`src/rtl/input_conditioner_if.sv`:
```
// Board-pin bundle for the stopwatch input conditioner.
// The raw button/switch pins flow toward the conditioner. The clean levels
// and pulses flow back toward the stopwatch core.
interface input_conditioner_if;
  // raw pins, asynchronous to clk
  logic       btnS;
  logic       btnR;
  logic [1:0] sw;        // sw[0]=adj, sw[1]=sel
  // conditioned outputs
  logic       pause;
  logic       reset_req;
  logic       adj;
  logic       sel;
  logic       press_s;
  logic       press_r;

  // Board/core side: drives raw pins, consumes conditioned signals
  modport master (
    output btnS, btnR, sw,
    input  pause, reset_req, adj, sel, press_s, press_r
  );

  // Conditioner side: consumes raw pins, produces conditioned signals
  modport slave (
    input  btnS, btnR, sw,
    output pause, reset_req, adj, sel, press_s, press_r
  );
endinterface

```
`src/rtl/input_conditioner.sv`:
```
// Input conditioner for the stopwatch core.
// Each raw pin is brought into the clk domain with a two-flop synchronizer,
// then debounced on a shared slow sample tick. A level only changes after
// STABLE_SAMPLES consecutive ticks disagree with it; any agreeing tick in
// between restarts the count. Rising edges of the debounced buttons become
// one-clk pulses, and the pause state toggles on each accepted btnS press.
module input_conditioner #(
  parameter int SAMPLE_DIV     = 100000,  // clk cycles per sample tick, >= 2
  parameter int STABLE_SAMPLES = 4        // mismatching ticks to change a level, >= 1
) (
  input  logic                 clk,
  input  logic                 rst,
  input_conditioner_if.slave   io
);

  localparam int NIN     = 4;
  localparam int IDX_S   = 0;   // btnS
  localparam int IDX_R   = 1;   // btnR
  localparam int IDX_ADJ = 2;   // sw[0]
  localparam int IDX_SEL = 3;   // sw[1]

  localparam int TW = $clog2(SAMPLE_DIV);
  localparam int CW = $clog2(STABLE_SAMPLES + 1);

  localparam logic [TW-1:0] TICK_MAX = TW'(SAMPLE_DIV - 1);
  localparam logic [CW-1:0] CNT_MAX  = CW'(STABLE_SAMPLES - 1);

  // Raw pins packed in a fixed order so every input shares one pipeline
  logic [NIN-1:0] raw;
  assign raw = {io.sw[1], io.sw[0], io.btnR, io.btnS};

  // ------------------------------------------------------------------
  // Two-flop synchronizer; only sync2_q is used downstream
  // ------------------------------------------------------------------
  logic [NIN-1:0] sync1_q;
  logic [NIN-1:0] sync2_q;

  // Bring the asynchronous pins into the clk domain
  always_ff @(posedge clk or posedge rst) begin
    if (rst) begin
      sync1_q <= '0;
      sync2_q <= '0;
    end else begin
      sync1_q <= raw;
      sync2_q <= sync1_q;
    end
  end

  // ------------------------------------------------------------------
  // Shared sample tick: one clk wide, once every SAMPLE_DIV clks
  // ------------------------------------------------------------------
  logic [TW-1:0] cnt_t_q;
  logic [TW-1:0] cnt_t_d;
  logic          tick;

  assign tick = (cnt_t_q == TICK_MAX);

  // Free-running divider, wraps at SAMPLE_DIV-1
  always_comb begin
    cnt_t_d = cnt_t_q + 1'b1;
    if (tick) begin
      cnt_t_d = '0;
    end
  end

  // Divider state
  always_ff @(posedge clk or posedge rst) begin
    if (rst) begin
      cnt_t_q <= '0;
    end else begin
      cnt_t_q <= cnt_t_d;
    end
  end

  // ------------------------------------------------------------------
  // Per-input debouncer
  // ------------------------------------------------------------------
  logic [NIN-1:0] deb;

  genvar gi;
  generate
    for (gi = 0; gi < NIN; gi++) begin : g_deb
      logic          deb_q;
      logic          deb_d;
      logic [CW-1:0] cnt_q;
      logic [CW-1:0] cnt_d;

      // On a tick: agreement clears the count, the last mismatch flips the
      // level, any other mismatch advances the count. Idle between ticks.
      always_comb begin
        deb_d = deb_q;
        cnt_d = cnt_q;
        if (tick) begin
          if (sync2_q[gi] == deb_q) begin
            cnt_d = '0;
          end else if (cnt_q == CNT_MAX) begin
            deb_d = sync2_q[gi];
            cnt_d = '0;
          end else begin
            cnt_d = cnt_q + 1'b1;
          end
        end
      end

      // Debounced level and its stability count
      always_ff @(posedge clk or posedge rst) begin
        if (rst) begin
          deb_q <= 1'b0;
          cnt_q <= '0;
        end else begin
          deb_q <= deb_d;
          cnt_q <= cnt_d;
        end
      end

      assign deb[gi] = deb_q;
    end
  endgenerate

  // ------------------------------------------------------------------
  // Edge detection, press pulses and pause state
  // ------------------------------------------------------------------
  logic [NIN-1:0] deb_d1_q;   // debounced levels delayed one clk
  logic [NIN-1:0] rise;
  logic           press_s_q;
  logic           press_r_q;
  logic           pause_q;
  logic           pause_d;

  assign rise = deb & ~deb_d1_q;

  // Pause follows the same rising edges that fire the pulses, so it changes
  // on the very edge press_s/press_r go high. A reset press wins over a
  // simultaneous pause press, and pause presses are ignored while the reset
  // button is held.
  always_comb begin
    pause_d = pause_q;
    if (rise[IDX_R]) begin
      pause_d = 1'b0;
    end else if (rise[IDX_S] && !deb[IDX_R]) begin
      pause_d = ~pause_q;
    end
  end

  // Register edge pulses and pause; falling edges produce nothing
  always_ff @(posedge clk or posedge rst) begin
    if (rst) begin
      deb_d1_q  <= '0;
      press_s_q <= 1'b0;
      press_r_q <= 1'b0;
      pause_q   <= 1'b0;
    end else begin
      deb_d1_q  <= deb;
      press_s_q <= rise[IDX_S];
      press_r_q <= rise[IDX_R];
      pause_q   <= pause_d;
    end
  end

  assign io.pause     = pause_q;
  assign io.reset_req = deb[IDX_R];
  assign io.adj       = deb[IDX_ADJ];
  assign io.sel       = deb[IDX_SEL];
  assign io.press_s   = press_s_q;
  assign io.press_r   = press_r_q;

endmodule
```
`src/flat_wrapper.sv`:
```
// flat-port wrapper written by rule: the top's interface ports become plain ports
module input_conditioner_flat 
#(
  parameter int SAMPLE_DIV     = 100000,                                     
  parameter int STABLE_SAMPLES = 4                                                    
)
  (clk, rst, io_btnS, io_btnR, io_sw, io_pause, io_reset_req, io_adj, io_sel, io_press_s, io_press_r);
  input_conditioner_if io_i ();
  input  logic clk;
  input  logic rst;
  input wire logic [$bits(io_i.btnS)-1:0] io_btnS;
  input wire logic [$bits(io_i.btnR)-1:0] io_btnR;
  input wire logic [$bits(io_i.sw)-1:0] io_sw;
  output wire logic [$bits(io_i.pause)-1:0] io_pause;
  output wire logic [$bits(io_i.reset_req)-1:0] io_reset_req;
  output wire logic [$bits(io_i.adj)-1:0] io_adj;
  output wire logic [$bits(io_i.sel)-1:0] io_sel;
  output wire logic [$bits(io_i.press_s)-1:0] io_press_s;
  output wire logic [$bits(io_i.press_r)-1:0] io_press_r;
  assign io_i.btnS = io_btnS;
  assign io_i.btnR = io_btnR;
  assign io_i.sw = io_sw;
  assign io_pause = io_i.pause;
  assign io_reset_req = io_i.reset_req;
  assign io_adj = io_i.adj;
  assign io_sel = io_i.sel;
  assign io_press_s = io_i.press_s;
  assign io_press_r = io_i.press_r;
  input_conditioner #(.SAMPLE_DIV(SAMPLE_DIV), .STABLE_SAMPLES(STABLE_SAMPLES)) u_core (.clk(clk), .rst(rst), .io(io_i));
endmodule
```
`config.mk`:
```
export PLATFORM = sky130hd
export DESIGN_NAME = input_conditioner_flat
export DESIGN_NICKNAME = d
export VERILOG_FILES = /design/src/rtl/input_conditioner_if.sv /design/src/rtl/input_conditioner.sv /design/src/flat_wrapper.sv
export SDC_FILE = /design/constraint.sdc
export NUM_CORES = 1
export LEC_CHECK = 0
export CAP_MARGIN = 20
export CORE_MARGIN = 4
export CORE_UTILIZATION = 45
export CTS_CLUSTER_DIAMETER = 80
export DETAILED_ROUTE_END_ITERATION = 16
export GPL_TIMING_DRIVEN = 0
export PLACE_DENSITY_LB_ADDON = 0.08
export REMOVE_ABC_BUFFERS = 1
export SETUP_SLACK_MARGIN = 0.5
export SLEW_MARGIN = 15
export SYNTH_ARGS = -nofsm -noshare
export SYNTH_HDL_FRONTEND = slang
export SYNTH_SLANG_ARGS = --single-unit
```
`constraint.sdc`:
```
create_clock -name clk -period 2 [get_ports clk]
set_input_delay 0.3 -clock clk [delete_from_list [all_inputs] [get_ports clk]]
set_output_delay 0.3 -clock clk [all_outputs]
set_load 0.05 [all_outputs]
```
Word level (Yosys, flattened, before mapping)
Cells that the tools add are included.
{"block": "op_classes", "n_addsub": 5, "n_eq_ne": 9, "muxes": 11, "bitwise": 7, "reduce_logical": 7}
{"operator": "2-to-1 mux 3 bit", "count": 8}
{"operator": "adder 17 x 1 -> 17 bit (second input constant)", "count": 1}
{"operator": "== test 17 bit (second input constant)", "count": 1}
{"operator": "2-to-1 mux 17 bit", "count": 1}
{"operator": "adder 3 x 1 -> 3 bit (second input constant)", "count": 4}
{"operator": "== test 3 x 2 -> 1 bit (second input constant)", "count": 4}
{"operator": "AND reduction 3 bit", "count": 4}
{"operator": "inverter 1 bit", "count": 5}
{"operator": "== test 1 bit", "count": 4}
{"operator": "bitwise AND 2 bit", "count": 1}
{"operator": "2-to-1 mux 1 bit", "count": 2}
{"operator": "inverter 2 bit", "count": 1}
{"operator": "nonzero test 2 bit", "count": 1}
{"operator": "logical AND 1 bit", "count": 1}
{"operator": "logical NOT 1 bit", "count": 1}
{"block": "word_totals", "reg_bits": 46, "inputBits": 6, "out_inout_bits": 6}

Logic depth before layout (Yosys ltp)
{"block": "depth", "ltp_word": 5, "depth_mapped": 7, "mapped_depth_nobuf": 5}

Worst setup path after synthesis
Ideal clock, no wire load.
{"block": "synth_path", "path_type": "flip-flop to flip-flop", "startpoint": "reg u_core.cnt_t_q[0]", "endpoint": "reg u_core.g_deb[0].deb_q", "setup_time_ns": 0.128, "arrival_time_ns": 1.592, "required_ns": 1.872, "setup_slack_ns": 0.280, "path_stages_with_launch": 6, "path_buffers": 0, "period_less_slack_ns": 1.720, "path_cell_list": "dfrtp_1 -> ha_1 -> and4_1 -> nand4_1 -> nor3b_1 -> mux2_1"}
{"block": "synth_between", "elab_chain_cells": 2}
{"element": "from (decl)", "line_no": "input_conditioner.sv:52", "text": "logic [TW-1:0] cnt_t_q;"}
{"element": "from (signal assigned)", "line_no": "input_conditioner.sv:71", "text": "cnt_t_q <= cnt_t_d;"}
{"element": "== test 17 bit", "line_no": "input_conditioner.sv:56", "text": "assign tick = (cnt_t_q == TICK_MAX);"}
{"element": "AND reduction 3 bit (no source line)"}
{"element": "to (signal assigned)", "line_no": "input_conditioner.sv:108", "text": "deb_q <= 1'b0;"}
{"element": "to (signal assigned)", "line_no": "input_conditioner.sv:111", "text": "deb_q <= deb_d;"}
{"element": "to (decl)", "line_no": "input_conditioner.sv:83", "text": "logic deb_q;"}
Every way passes these cells.
A chain may end at the register's enable or synchronous reset.

Worst setup path after layout
{"block": "layout_path", "startpoint": "reg u_core.cnt_t_q[1]", "endpoint": "reg u_core.g_deb[2].deb_q (netlist: u_core.io.adj)"}
{"block": "layout_between", "elab_chain_cells": 2}
{"element": "== test 17 bit", "line_no": "input_conditioner.sv:56"}
{"element": "AND reduction 3 bit (no source line)"}
{"element": "to (signal assigned)", "line_no": "input_conditioner.sv:108"}
{"element": "to (signal assigned)", "line_no": "input_conditioner.sv:111"}
{"element": "to (decl)", "line_no": "input_conditioner.sv:83"}
Every way passes these cells.

==> results.txt <==
----------------------------------------------------
[Run status]
  Run status ... finished, final reports clean

[Job]
  Max Cap Violations ... 0

[Critical path]
  Kind of capture point of the worst setup path ... register
  Kind of start point of the critical path ... register
  Data required, critical path ... approximately 2200 ps
  Crit-path max FO ... 8
  Worst Path Arrival ... 1960 ps
  WS Path Type ... register to register

[Synth]
  Share of synthesized area occupied by flip-flops and latches ... 0.594
  Ys Warns ... 0
  Synthesized netlist cell count ... 172
  Syn avg cell area ... 11.3 µm²
  Area of the mapped netlist ... 0.00194 mm²
  Count of state elements after synthesis ... 46
  Unique cell type count in the Yosys netlist ... 31

[GRT]
  Global-route wire length before repair ... 6.61 mm
  Met2 GRT Util ... 0.282
  Pin count of the biggest net entering global routing ... 31
  Met3 Use GR ... 0.0410
  Initial antenna violation count ... 0
  Global-route usage over all layers ... 0.164
  Global route total overflow ... 0
  Vias in the first global route ... 1439
  Layer with the highest usage after global routing ... met2
  Met1 demand-to-capacity share in global routing ... 0.194

[Clocking]
  Cell at the root of the clock tree ... clkbuf_8
  H-tree level count ... 2
  Sink count of the clock tree ... 46
  Number of buffers on the longest clock path ... 2
  Clk pin slew, worst setup/hold paths ... ~90 ps
  Post-CTS Hold Fix Bufs ... 0
  TritonCTS buffer count ... 5
  CTS tree ... done
  Skew-Pair Late Insertion Delay ... around 300 ps

[Floorplan]
  I/O pin count ... 12
  X dimension of the die ... 73.7 µm
  Core Footprint ... 0.00409 mm²
  Die outline area ... between 0.005 and 0.006 mm²
  Initial standard-cell utilization of the core ... 0.475
  Die outline height ... 73.7 µm
  Cell row count ... 23

[Place]
  Gpl congestion ... about 0.76
  Instance count after placement with tap cells included ... 232
  Half-perimeter wire length after placement ... roughly 2.3 mm
  PortBufs ... 11

[Route]
  ANT nets after route ... 0
  Final wirelength ... 3.90 mm
  1st-iter DRT viols ... 52
  TritonRoute pass-1 iters ... 4
  Via-to-Cell Ratio ... 5.32
  Routed vias ... 1410
  Remaining routing DRC violations ... 0
  Wire per inst ... 14.7 µm

[STA]
  Portion of the clock cycle consumed by the worst path in the final layout ... 0.889
  Relative slew slack ... 0.672
  Clock period minus worst slack ... between 1500 and 2000 ps
  Setup tns final ... 0 ps
  RSZ-0062 raised after global routing ... true
  Transition time at the pin with the least slew margin ... 495 ps
  Final Hold Viols ... 0
  Clock Skews ... 4.70 ps
  Final max-slew violation count ... 0
  # setup viols final ... 0
  Achievable Freq ... 562 MHz

[Layout]
  Number of fillers in the final layout ... 310
  Diodes inserted ... 0
  Count of placed standard cells in the final layout, fillers left out ... 265
  P&R area growth vs syn ... 35.5%
  Fraction of final layout cells sized beyond drive strength 1 ... 0.344
  Final-stage net count ... about 230

[Power]
  Power Total ... 1.67 mW
  Pleak ... 1.14 nW
  Peak supply drop ... 0.000445 V
  Cell Pwr Density ... 636 mW/mm²

[Min path]
  Worst hold-check path type ... input pin to asynchronous set/reset pin

----------------------------------------------------
==> cell usage in the layout (no fill, tap or decap), drive strengths merged, types with 5 or more instances in the layout <==
cell type / netlist / layout
nor2: 23 / 23
buf: 2 / 26
dfrtp: 46 / 46
nand3: 7 / 7
nand4: 4 / 5
nand2: 17 / 17
inv: 5 / 6
o21ai: 6 / 6
ha: 5 / 5
clkdlybuf4s50: 0 / 5
xnor2: 15 / 15
mux2: 5 / 5
clkbuf: 0 / 6
==> synthesized netlist by cell type <==
cell type / count / share of area
o21ai_1: 6 / 0.015
nand2_1: 16 / 0.031
and4_1: 2 / 0.0090
ha_1: 5 / 0.032
o31ai_1: 2 / 0.0077
nand4_1: 4 / 0.013
nor3_1: 2 / 0.0052
and3_1: 1 / 0.0032
nand2b_1: 4 / 0.013
nor4b_1: 2 / 0.0090
nand2_2: 1 / 0.0032
and2_1: 1 / 0.0032
mux2_2: 1 / 0.0058
and4bb_2: 1 / 0.0065
nor2_1: 23 / 0.045
a21o_1: 2 / 0.0077
mux2_1: 4 / 0.023
nor4_1: 1 / 0.0032
or3_1: 1 / 0.0032
nand3_1: 7 / 0.018
inv_1: 5 / 0.0097
xor2_1: 2 / 0.0090
dfrtp_1: 46 / 0.59
nor4bb_1: 1 / 0.0052
buf_2: 2 / 0.0052
nor3b_1: 4 / 0.015
or4_1: 2 / 0.0077
xnor2_1: 15 / 0.068
nor2b_1: 3 / 0.0097
a2111oi_0: 2 / 0.0090
a21oi_1: 4 / 0.010
==> stage by stage <==
stage	util	setup WS [ps]	hold WS, ps	cell area, µm²
after floorplan	-	-203	331	1930
after global placement	0.514	-622	333	2100
after detailed placement	0.519	-735	336	2120
after CTS	0.619	256	309	2530
after global routing	0.643	148	337	2630
final	0.643	222	299	2630
==> layout make-up <==
class	instances	area [µm²]	share of cell area
multi-input cells	120	950	0.361
well taps	50	62.6	0.0238
clock inverters	3	43.8	0.0167
repair buffers	36	324	0.123
flip-flops and latches	46	1160	0.441
inverters	5	18.8	0.00714
clock buffers	5	68.8	0.0262
==> critical path, cell delays in order, from the launching register on <==
cell and delay, ps:
dfrtp_1 410, ha_4 150, and4_4 220, nand4_1 160, buf_6 210, nor3b_2 170
mux2_1 340
==> sequential cells by signal, indices dropped and copies added, names as in the netlist <==
register             count
u_core.cnt_t_q          17
u_core.g_deb.cnt_q      12
u_core.io.press_r        1
u_core.deb_d1_q          2
u_core.io.sel            1
u_core.io.pause          1
u_core.sync2_q           4
u_core.io.reset_req      1
u_core.g_deb.deb_q       1
u_core.sync1_q           4
u_core.io.adj            1
u_core.io.press_s        1
==> cell families after synthesis <==
logic type	synth area share
adder cells (fa/ha/maj)	0.0323
XOR/XNOR	0.0768
flip-flops	0.594
AO/OA/AOI/OAI	0.0503
AND/OR/NAND/NOR	0.203
buffers and inverters	0.0148
multiplexers	0.0290
==> final timing paths <==
check                                       start                  endpoint  slack [ps]  depth (start not counted)
worst max-delay path            u_core.cnt_t_q[1]             u_core.io.adj         220                          6
max in group asynchronous                     rst         u_core.cnt_t_q[2]        1210                          3
worst min-delay path                          rst  u_core.g_deb[3].cnt_q[1]         300                          2
worst min register to register  u_core.sync1_q[1]         u_core.sync2_q[1]         360                          0
worst max register to register  u_core.cnt_t_q[1]             u_core.io.adj         220                          6
min in group clk                u_core.sync1_q[1]         u_core.sync2_q[1]         360                          0
==> routing by layer <==
metal	wire (µm)	up-vias	part of all wire
li1	-	678	-
met1	1620	702	0.41
met2	2070	25	0.53
met3	154	5	0.039
met4	63	0	0.016
met5	0	-	0
==> report_power, final <==
group          leakage [nW]  internal (mW)  switching, mW  total (mW)
registers             0.598          0.937        0.00372       0.941
logic                 0.479         0.0176         0.0277      0.0453
clock network        0.0585          0.374          0.311       0.685
==> what timing repair did <==
action / 4_1_cts / 5_1_grt
gates resized for setup: 45 / 24
setup endpoints to repair: 31 / 25
buffers inserted: 19 / 5
gates cloned: 1 / 0
pin swaps: 11 / 14
No activity file was read; power rests on OpenSTA's default activity.
